## src/rtl/imem_loader.sv

```systemverilog
// Byte-stream loader for the instruction memory: frames N little-endian words plus an
// XOR checksum, writes them from address 0 and releases coreHold once the image verifies.
module imem_loader #(
    parameter int XLEN  = 32,
    parameter int PCLEN = 10
) (
    input  logic             clk,
    input  logic             reset,
    input  logic             start,
    input  logic [7:0]       byteIn,
    input  logic             byteValid,
    output logic             byteReady,
    output logic             wrEn,
    output logic [PCLEN-1:0] wrAddr,
    output logic [XLEN-1:0]  wrData,
    output logic             coreHold,
    output logic             done,
    output logic             error
);

    localparam int          BPW = XLEN / 8;
    localparam int          IW  = (BPW > 1) ? $clog2(BPW) : 1;
    localparam int unsigned CAP = 32'd1 << PCLEN;

    typedef enum logic [2:0] {
        IDLE, S_LEN_LO, S_LEN_HI, S_DATA, S_CHECK, S_DONE, S_ERR
    } state_t;

    state_t            r_state;
    logic [15:0]       r_len;
    logic [15:0]       r_cnt;
    logic [IW-1:0]     r_idx;
    logic [7:0]        r_chk;
    logic [XLEN-1:0]   r_buf;

    logic              w_acc;
    logic [15:0]       w_len;
    logic [XLEN-1:0]   w_word;

    assign w_acc = byteValid && byteReady;
    assign w_len = {byteIn, r_len[7:0]};

    // Word buffer with the incoming byte already placed in its lane.
    always_comb begin
        w_word = r_buf;
        w_word[int'(r_idx)*8 +: 8] = byteIn;
    end

    always_ff @(posedge clk or negedge reset) begin
        if (!reset) begin
            r_state   <= IDLE;
            r_len     <= '0;
            r_cnt     <= '0;
            r_idx     <= '0;
            r_chk     <= '0;
            r_buf     <= '0;
            byteReady <= 1'b0;
            wrEn      <= 1'b0;
            wrAddr    <= '0;
            wrData    <= '0;
            coreHold  <= 1'b1;
            done      <= 1'b0;
            error     <= 1'b0;
        end else begin
            case (r_state)
                IDLE, S_DONE, S_ERR: begin
                    if (start) begin
                        r_state   <= S_LEN_LO;
                        byteReady <= 1'b1;
                        coreHold  <= 1'b1;
                        done      <= 1'b0;
                        error     <= 1'b0;
                        r_chk     <= '0;
                        wrAddr    <= '0;
                        r_idx     <= '0;
                        r_cnt     <= '0;
                    end
                end
                S_LEN_LO: begin
                    if (w_acc) begin
                        r_len[7:0] <= byteIn;
                        r_state    <= S_LEN_HI;
                    end
                end
                S_LEN_HI: begin
                    if (w_acc) begin
                        r_len[15:8] <= byteIn;
                        if (32'(w_len) > CAP) begin
                            r_state   <= S_ERR;
                            byteReady <= 1'b0;
                            error     <= 1'b1;
                        end else if (w_len == 16'd0) begin
                            r_state <= S_CHECK;
                        end else begin
                            r_state <= S_DATA;
                        end
                    end
                end
                S_DATA: begin
                    // The write cycle stalls the stream so a write never meets an accept.
                    if (wrEn) begin
                        wrEn      <= 1'b0;
                        byteReady <= 1'b1;
                        wrAddr    <= wrAddr + PCLEN'(1);
                        r_cnt     <= r_cnt + 16'd1;
                        if (r_cnt + 16'd1 == r_len) begin
                            r_state <= S_CHECK;
                        end
                    end else if (w_acc) begin
                        r_chk <= r_chk ^ byteIn;
                        r_buf <= w_word;
                        if (r_idx == IW'(BPW - 1)) begin
                            r_idx     <= '0;
                            wrData    <= w_word;
                            wrEn      <= 1'b1;
                            byteReady <= 1'b0;
                        end else begin
                            r_idx <= r_idx + IW'(1);
                        end
                    end
                end
                S_CHECK: begin
                    if (w_acc) begin
                        byteReady <= 1'b0;
                        if (byteIn == r_chk) begin
                            r_state  <= S_DONE;
                            done     <= 1'b1;
                            coreHold <= 1'b0;
                        end else begin
                            r_state <= S_ERR;
                            error   <= 1'b1;
                        end
                    end
                end
                default: begin
                    r_state   <= IDLE;
                    byteReady <= 1'b0;
                    wrEn      <= 1'b0;
                end
            endcase
        end
    end

endmodule
```

## config.mk

```make
export PLATFORM = sky130hd
export DESIGN_NAME = imem_loader
export DESIGN_NICKNAME = d
export VERILOG_FILES = /design/src/rtl/imem_loader.sv
export SDC_FILE = /design/constraint.sdc
export NUM_CORES = 1
export LEC_CHECK = 0
export ABC_AREA = 1
export CORE_MARGIN = 1
export CORE_UTILIZATION = 45
export DETAILED_ROUTE_END_ITERATION = 16
export GPL_ROUTABILITY_DRIVEN = 0
export PLACE_DENSITY = 0.68
export SLEW_MARGIN = 10
export SYNTH_ARGS = -nofsm -noshare
export SYNTH_HDL_FRONTEND = slang
export SYNTH_SLANG_ARGS = --single-unit
```

## constraint.sdc

```tcl
create_clock -name clk -period 5.58 [get_ports clk]
set_clock_uncertainty 0.1 [all_clocks]
set_input_delay 1.116 -clock clk [delete_from_list [all_inputs] [get_ports clk]]
set_output_delay 1.116 -clock clk [all_outputs]
set_load 0.02 [all_outputs]
```

== Yosys cells after proc, flatten, opt, wreduce, memory -nomap -nowiden ==
Index checks and enable logic that the tools add are counted.
Word-level totals
  output and inout bits: 47
  register bits after elaboration: 124
  logic and storage cells: 114
  input bits: 12
Operators by class
  reductions and logical operators: 18
  muxes and demuxes: 50
  magnitude comparators: 1
  shift operators: 2
  $add $sub $neg: 4
  bitwise operators: 3
  equality and inequality tests: 22
Operator list (number)
  negation 5 -> 33 bit: 1
  variable shift 8 x 33 -> 32 bit (first input constant): 1
  indexed part select 8 x 33 -> 32 bit: 1
  bitwise mux 32 bit: 1
  2-to-1 mux 16 bit: 2
  case mux 16 bit (2 select lines): 1
  2-to-1 mux 3 bit: 8
  2-to-1 mux 8 bit: 3
  inequality test 2 bit (second input constant): 11
  2-to-1 mux 10 bit: 2
  case mux 10 bit (2 select lines): 1
  2-to-1 mux 1 bit: 19
  adder 16 x 1 -> 16 bit (second input constant): 1
  equality test 16 bit: 1
  > comparator 16 x 11 -> 1 bit (second input constant): 1
  logical NOT 16 bit: 1
  case mux 8 bit (2 select lines): 1
  case mux 3 bit (5 select lines): 1
  AND reduction 4 bit: 3
  AND reduction 6 bit: 2
  adder 10 x 1 -> 10 bit (second input constant): 1
  2-to-1 mux 2 bit: 5
  equality test 3 bit (second input constant): 3
  equality test 8 bit: 1
  other kinds (20): 28

== Depth between registers and ports, before layout ==
Gate-level depths: netlist (run 1).
  word-level depth: 5
  depth in mapped cells: 16
  gate-level depth less buffers: 16

== Least setup slack after synthesis (run 1) ==
No wires, ideal clock.
  kind: in2reg
  from: input port byteIn[7]
  to: register done
  path buffers: 0
  required time: 5.350 ns
  arrival time: 2.058 ns
  stages on the path: 7
  library setup time: 0.130 ns
  setup slack: 3.292 ns
  cell sequence: xor2_1 > nor4_1 > nand3_1 > nand2_1 > inv_1 > o21ai_0 > o31ai_1
On the way
  cells in the longest elaborated chain, start to end: 3
RTL lines
  start: declaration: RTL line 10  | input logic [7:0] byteIn,
  equality test 8 bit: RTL line 125  | if (byteIn == r_chk) begin
  inequality test 2 bit (no source line)
  AND reduction 4 bit (no source line)
  end signal: assignment: RTL line 62  | done <= 1'b0;
  end signal: assignment: RTL line 71  | done <= 1'b0;
  end signal: assignment: RTL line 127  | done <= 1'b1;
  end: declaration: RTL line 17  | output logic done,
No other way between the ends.
A chain may end at the register's enable or synchronous reset.

== Worst setup path after layout (run 1) ==
  from: input port byteValid
  to: register wrData[29]
On the way
  cells in the longest elaborated chain, start to end: 2
RTL lines
  start: declaration: RTL line 11  | input logic byteValid,
  logical AND 1 bit: RTL line 40  | assign w_acc = byteValid && byteReady;
  AND reduction 4 bit (no source line)
  end signal: assignment: RTL line 114  | wrData <= w_word;
  end: declaration: RTL line 15  | output logic [XLEN-1:0] wrData,
No other way between the ends.

==> results of run 1 <==
==> cells by family (layout without fill, tap and decap cells) <==
group	after synthesis	count (layout)	synth area share (%)
xor gates and xnor gates	14	14	2.13
AOI/OAI and AO/OA	126	126	11.4
buffers and inverters	129	195	7.88
adders and majority gates	9	9	1.87
DFF	124	124	48.4
and+or+nand+nor	416	416	28.3
==> worst min-delay path, delay by kind of cell, from the launching register on <==
family        cells  cell delay, ns
simple gates      2            0.10
flops             1            0.34
==> power by group through the flow <==
stage	Clock [mW]	Combinational [mW]	Sequential (mW)
2_1_floorplan	0	0.628	1.20
3_3_place_gp	0	0.841	1.21
3_5_place_dp	0	0.852	1.22
4_1_cts	1.16	0.865	1.21
5_1_grt	1.20	0.990	1.23
6_report	1.14	0.862	1.21
==> per-stage QoR <==
stage,hold WS [ns],worst slack (ns),instance area (sq um)
floorplan,0.353,3.29,6420
global placement,0.361,2.34,7140
detailed placement,0.359,2.31,7140
CTS,0.376,2.73,7750
global route,0.394,2.57,7750
finish,0.372,2.75,7750
==> layout make-up <==
cell class / instances / area, sq um
fill: 1296 / 6130
sequential: 124 / 3100
multi-input combinational: 565 / 2810
timing repair buffer: 62 / 608
clock buffer: 25 / 505
inverter: 102 / 385
tap: 180 / 225
clock inverter: 6 / 108
==> Yosys cell counts <==
cell type  number
buf_2          12
o22ai_2         1
a21oi_1        11
nand2_2         7
nand3b_1        4
o31ai_1         3
inv_1          96
dfstp_2         1
nor3_1          7
xor2_1         12
o32ai_1         8
o22ai_1        27
nor2_4          9
nor3_2          1
clkbuf_1       11
and2_1          1
nand2_4         1
nand4_1        15
xnor2_1         1
inv_2           5
buf_4           1
ha_1            8
nor2_1         26
a311oi_2        1
fa_1            1
o21ai_2         1
nand3_1        50
nor4_1          6
buf_1           3
nand2_1       283
o21ai_0        73
o21ai_4         1
inv_4           1
xnor3_1         1
dfrtp_1       123
nor2_2          6
==> worst min path at each step <==
stage	startpoint	to	slack (ns)	cells after the start
finish	wrData[23]	wrData[23]	0.37	2
CTS	wrData[23]	wrData[23]	0.38	2
detailed placement	wrData[10]	wrData[10]	0.36	2
floorplan	r_len[9]	r_len[9]	0.35	2
global route	wrData[23]	wrData[23]	0.39	2
global placement	wrData[27]	wrData[27]	0.36	2
==> placed cells by master, fill, tap and decap left out, drive strengths merged, types with 2 or more instances in the layout <==
cell and n:
nand2 291, dfrtp 123, inv 102, o21ai 75, clkdlybuf4s50 57, nand3 50, nor2 41, o22ai 28
clkbuf 25, nand4 15, xor2 12, a21oi 11, o32ai 8, ha 8, nor3 8, nor4 6
buf 5, nand3b 4, o31ai 3, bufinv 3, clkinv 2
==> flip-flops by register name, summed over array words and instances, names as in the netlist <==
register and cells:
coreHold 1, done 1, wrAddr 10, r_idx 2, r_state 3, r_cnt 16, r_chk 8, r_buf 32
error 1, r_len 16, wrData 32, wrEn 1, byteReady 1
==> metal layers <==
metal | GRT usage (%) | part of all wire (%) | vias to the layer above | wire [um]
met3 | 4.23 | 3.6 | 17 | 563
met2 | 37.3 | 47 | 133 | 7400
met5 | 0 | 0 | - | 0
met1 | 31.3 | 47 | 2562 | 7400
met4 | 8.64 | 1.7 | 0 | 267
li1 | - | - | 2755 | -
==> flow_metrics.tcl, run 1 <==
set metrics [dict create \
    setup_tns_ns 0 \
    cts_hold_buf 0 \
    synth-warning-count 0 \
    antenna_found_initial 0 \
    dp.cells 1033 \
    endpoint_kind "flop" \
    cp_top_family "buffers and inverters" \
    synth_top_area_share_pct 48.0 \
    post-route-min-period_ns 2.83 \
    critPathMaxStageDelay_ns 0.48 \
    clkTransAtPathRegs_ns 0.06 \
    rrSetupSlack_ns 3.09 \
    clk_latency_ns 0.42 \
    fmax_mhz 354 \
    synth_cells 818 \
    dr_total_vias 5467 \
    pin_count 59 \
    switching_share_pct 33.0 \
    ctsResizeCount 0 \
    diodes 0 \
    start_util_pct 46.2 \
    final_cells 1064 \
    grt_pass1_wl_mm 26.5 \
    finalHoldViolCount 0 \
    syn-num-nets 839 \
    ys_seq_area_share_pct 48.4 \
    drive_gt1_share_pct 7.69 \
    r2r_cells 12 \
    endpoint "wrData[29]" \
    cts_buffer_depth 2 \
    worstSetupPathDepth 9 \
    hpwlAfterDp_mm 10.7 \
    cellPowerDensity_mw_per_mm2 414 \
    fp.dieArea_sq_mm 0.0147 \
    cap_viol_max_count 0 \
    gr-total-overflow 0 \
    post-route-util_pct 55.8 \
    grt_start_max_net_pins 74 \
    io_buffers 58 \
    crit_chain "clkdlybuf4s50_1, nand2_1, nor2_4, inv_2, nor2_4, buf_4, inv_2, nand2_1, nand2_1" \
    slowest_stage "clkdlybuf4s50_1" \
    drv_slew 0 \
    firstDrtPassIters 5 \
    root_buffer "clkbuf_16" \
    p_total_mw 3.21 \
    crit_type "in -> reg" \
    pwr-share-comb_pct 26.9 \
    rsz0062_at_grt "no" \
    rows 43 \
    post_cts_buffers 0 \
    area_growth_pct 20.7 \
    cts-htree-levels 4 \
    p_leak_nw 3.69 \
    cp_data_required_time_ns 5.78 \
    power_frac_seq_pct 37.6 \
    power.switching_mw 1.06 \
    core_sq_mm 0.0139 \
    critPathLaunch "byteValid" \
    hp-class "reg -> reg" \
    outcome "finished clean" \
    tritoncts "done" \
    setup_viol 0 \
    wl_mm 15.6 \
    critPathLaunchType "input pin" \
    crit_top_cell "nand2_1" \
    p_int_mw 2.15 \
    drt_iter0_markers 405 \
    ir_drop_mv 0.231 \
    drt_drc_violations_left 0 \
    path_max_fanout 33 \
    die_height_um 121 \
    ys_seq_elements 124 \
    max-slew-margin-rel_pct 51.8 \
    cts-buffers-inserted 17 \
    netlist_area_sq_mm 0.00642 \
    crit_arrival_ns 3.03 \
    viasPerCell 5.14 \
    pwr-share-clk_pct 35.5 \
    antenna_left 0 \
    die_x_um 121 \
    r2r_start "r_state[1]" \
    clock_sinks 124 \
    nets 893 \
    grtUsageTotal_pct 23.3 \
    worst_slew_pin_slew_ns 0.723 \
    syn_avg_cell_area_sq_um 7.85 \
    wl_per_cell_um 14.7 \
    r2r-end "wrData[29]" \
    synth_top_cell_by_area "dfrtp_1" \
    worst-path-buf-inv 4 \
    synth_area_leaders "dfrtp_1 48%, nand2_1 17%, o21ai_0 5.7%, inv_1 5.6%, nand3_1 3.9%" \
    synthDistinctLibCells 36 \
    grt_pass1_vias 5344 \
    period_share_pct 50.7 \
]
Power figures use the tool's default switching activity.
==> inputs of run 2 (changes only) <==
Settings changed: PLACE_DENSITY 0.68 to 0.7.
Clock period 5.58 ns to 2.51 ns, I/O delays scaled along.
==> run 2 against run 1 <==
Against the previous run:
- the run now ends with hold timing left
- via count increased by 2.7%
- sequential cell count unchanged
- core utilization is 1.1 points higher
- routed wire length shrank 0.54%
- non-clock buffer count increased by 15
- first-iteration DRC count shrank 15%
- final cell count grew 1.5%
- power grew 120%
- setup slack worse by 2.5 ns
- final area increased by 1.9%
- sequential power increased by 120%
- sequential share of layout area shrank 0.74 points
==> flow_metrics.tcl, run 2 (synthesis results as in run 1) <==
set metrics [dict create \
    rsz0062_at_grt "no" \
    fmax_mhz 436 \
    tritoncts "done" \
    drt_drc_violations_left 0 \
    wl_per_cell_um 14.4 \
    crit_type "reg -> reg" \
    nets 908 \
    die_x_um 121 \
    crit_chain "ha_1, nand3_1, nor2_1, nand2_1, nand2_1, nand2_1, a21oi_1, nand2_1, nor2_1, nand3_1, nand2_2, nand2_2, nand2_1, nand2_1" \
    cts-buffers-inserted 17 \
    core_sq_mm 0.0139 \
    root_buffer "clkbuf_16" \
    pre_cts_ws_ns 0.0794 \
    worst-path-buf-inv 0 \
    cp_top_family "simple AND/OR/NAND/NOR gates" \
    viasPerCell 5.20 \
    worst_slew_pin_slew_ns 0.590 \
    cts_hold_buf 0 \
    drt_iter0_markers 346 \
    fin_ws_ns 0.214 \
    critPathMaxStageDelay_ns 0.51 \
    start_util_pct 46.2 \
    rows 43 \
    layout_common_cells "283 x nand2_1, 123 x dfrtp_1, 96 x inv_1, 73 x o21ai_0, 57 x clkdlybuf4s50_1" \
    wl_mm 15.5 \
    io_buffers 58 \
    grtUsageTotal_pct 23.1 \
    cts_buffer_depth 2 \
    drv_slew 0 \
    hpwlAfterDp_mm 10.8 \
    ctsResizeCount 0 \
    setup_viol 0 \
    clkTransAtPathRegs_ns 0.06 \
    crit_top_cell "nand2_1" \
    dr_total_vias 5614 \
    violations "hold timing" \
    gr-total-overflow 0 \
    pin_count 59 \
    cap_viol_max_count 0 \
    clk_latency_ns 0.42 \
    ir_drop_mv 0.661 \
    grt_start_max_net_pins 74 \
    grt_pass1_wl_mm 26.4 \
    outcome "complete, but fails checks" \
    fin_hold_ws_ns -0.00855 \
    finalHoldViolCount 5 \
    post_cts_buffers 0 \
    hp-class "in -> async" \
    period_share_pct 91.5 \
    diodes 0 \
    cts-htree-levels 4 \
    fillers 1252 \
    reg_top3 "r_buf: 32 flops, wrData: 32 flops" \
    firstDrtPassIters 5 \
    clock_sinks 124 \
    antenna_left 0 \
    post-route-min-period_ns 2.30 \
    grt_pass1_vias 5400 \
    drive_gt1_share_pct 9.67 \
    setup_tns_ns 0 \
    cellPowerDensity_mw_per_mm2 904 \
    path_max_fanout 6 \
    area_growth_pct 23.0 \
    critPathLaunchType "flop" \
    fp.dieArea_sq_mm 0.0147 \
    p_leak_nw 3.76 \
    slowest_stage "dfrtp_1" \
    mostFrequentLayoutCell "nand2_1" \
    die_height_um 121 \
    cp_data_required_time_ns 2.72 \
    antenna_found_initial 0 \
    endpoint_kind "flop" \
    crit_arrival_ns 2.50 \
    max-slew-margin-rel_pct 60.7 \
]
run 2: cell count changes in the layout (fill, tap and decap cells not counted), moves of 3 or more:
cell | previous run | this run
buf_4 | 5 | 16
clkbuf_1 | 3 | 0
inv_6 | 0 | 5
clkinv_4 | 0 | 3
clkbuf_8 | 5 | 1
buf_12 | 0 | 4
run 2: cell type report:
class	instances	area [sq um]	area share (%)
repair buffers	77	771	9.76
multi-input cells	565	2810	35.6
clock inverters	14	158	2.00
clock buffers	18	439	5.56
inverters	102	385	4.88
flip-flops and latches	124	3100	39.3
well taps	180	225	2.85
run 2: power by group:
group	switching, mW	internal [mW]	total (mW)
clock	0.958	1.50	2.46
combinational	1.27	0.735	2.01
sequential	0.258	2.41	2.67
run 2: path summary, 6_finish.rpt:
kind	from	to	slack [ns]	cells past startpoint
worst max-delay path	r_cnt[0]	r_state[2]	0.21	14
worst min-delay path	reset	r_cnt[2]	-0.009	1
worst max register to register	r_cnt[0]	r_state[2]	0.21	14
worst min register to register	wrData[27]	wrData[27]	0.37	2
max in group asynchronous	reset	coreHold	1.63	2
min in group clk	wrData[27]	wrData[27]	0.37	2
run 2: metal layers:
layer,track usage (%),wire length (um)
met5,0,0
met4,9.10,374
met3,5.22,678
met2,37.7,7550
met1,29.5,6940
run 2: through the flow:
stage / power, mW / util (%) / hold WS (ns) / area [sq um] / cells
final: 7.14 / 56.9 / -0.00855 / 7900 / 1080
after floorplan: 4.06 / - / 0.106 / 6420 / 818
after global routing: 7.58 / 56.9 / 0.0286 / 7900 / 1080
after global placement: 4.65 / 52.6 / 0.355 / 7300 / 1048
after detailed placement: 4.68 / 52.6 / 0.357 / 7300 / 1048
after CTS: 7.18 / 56.9 / 0.00163 / 7900 / 1080
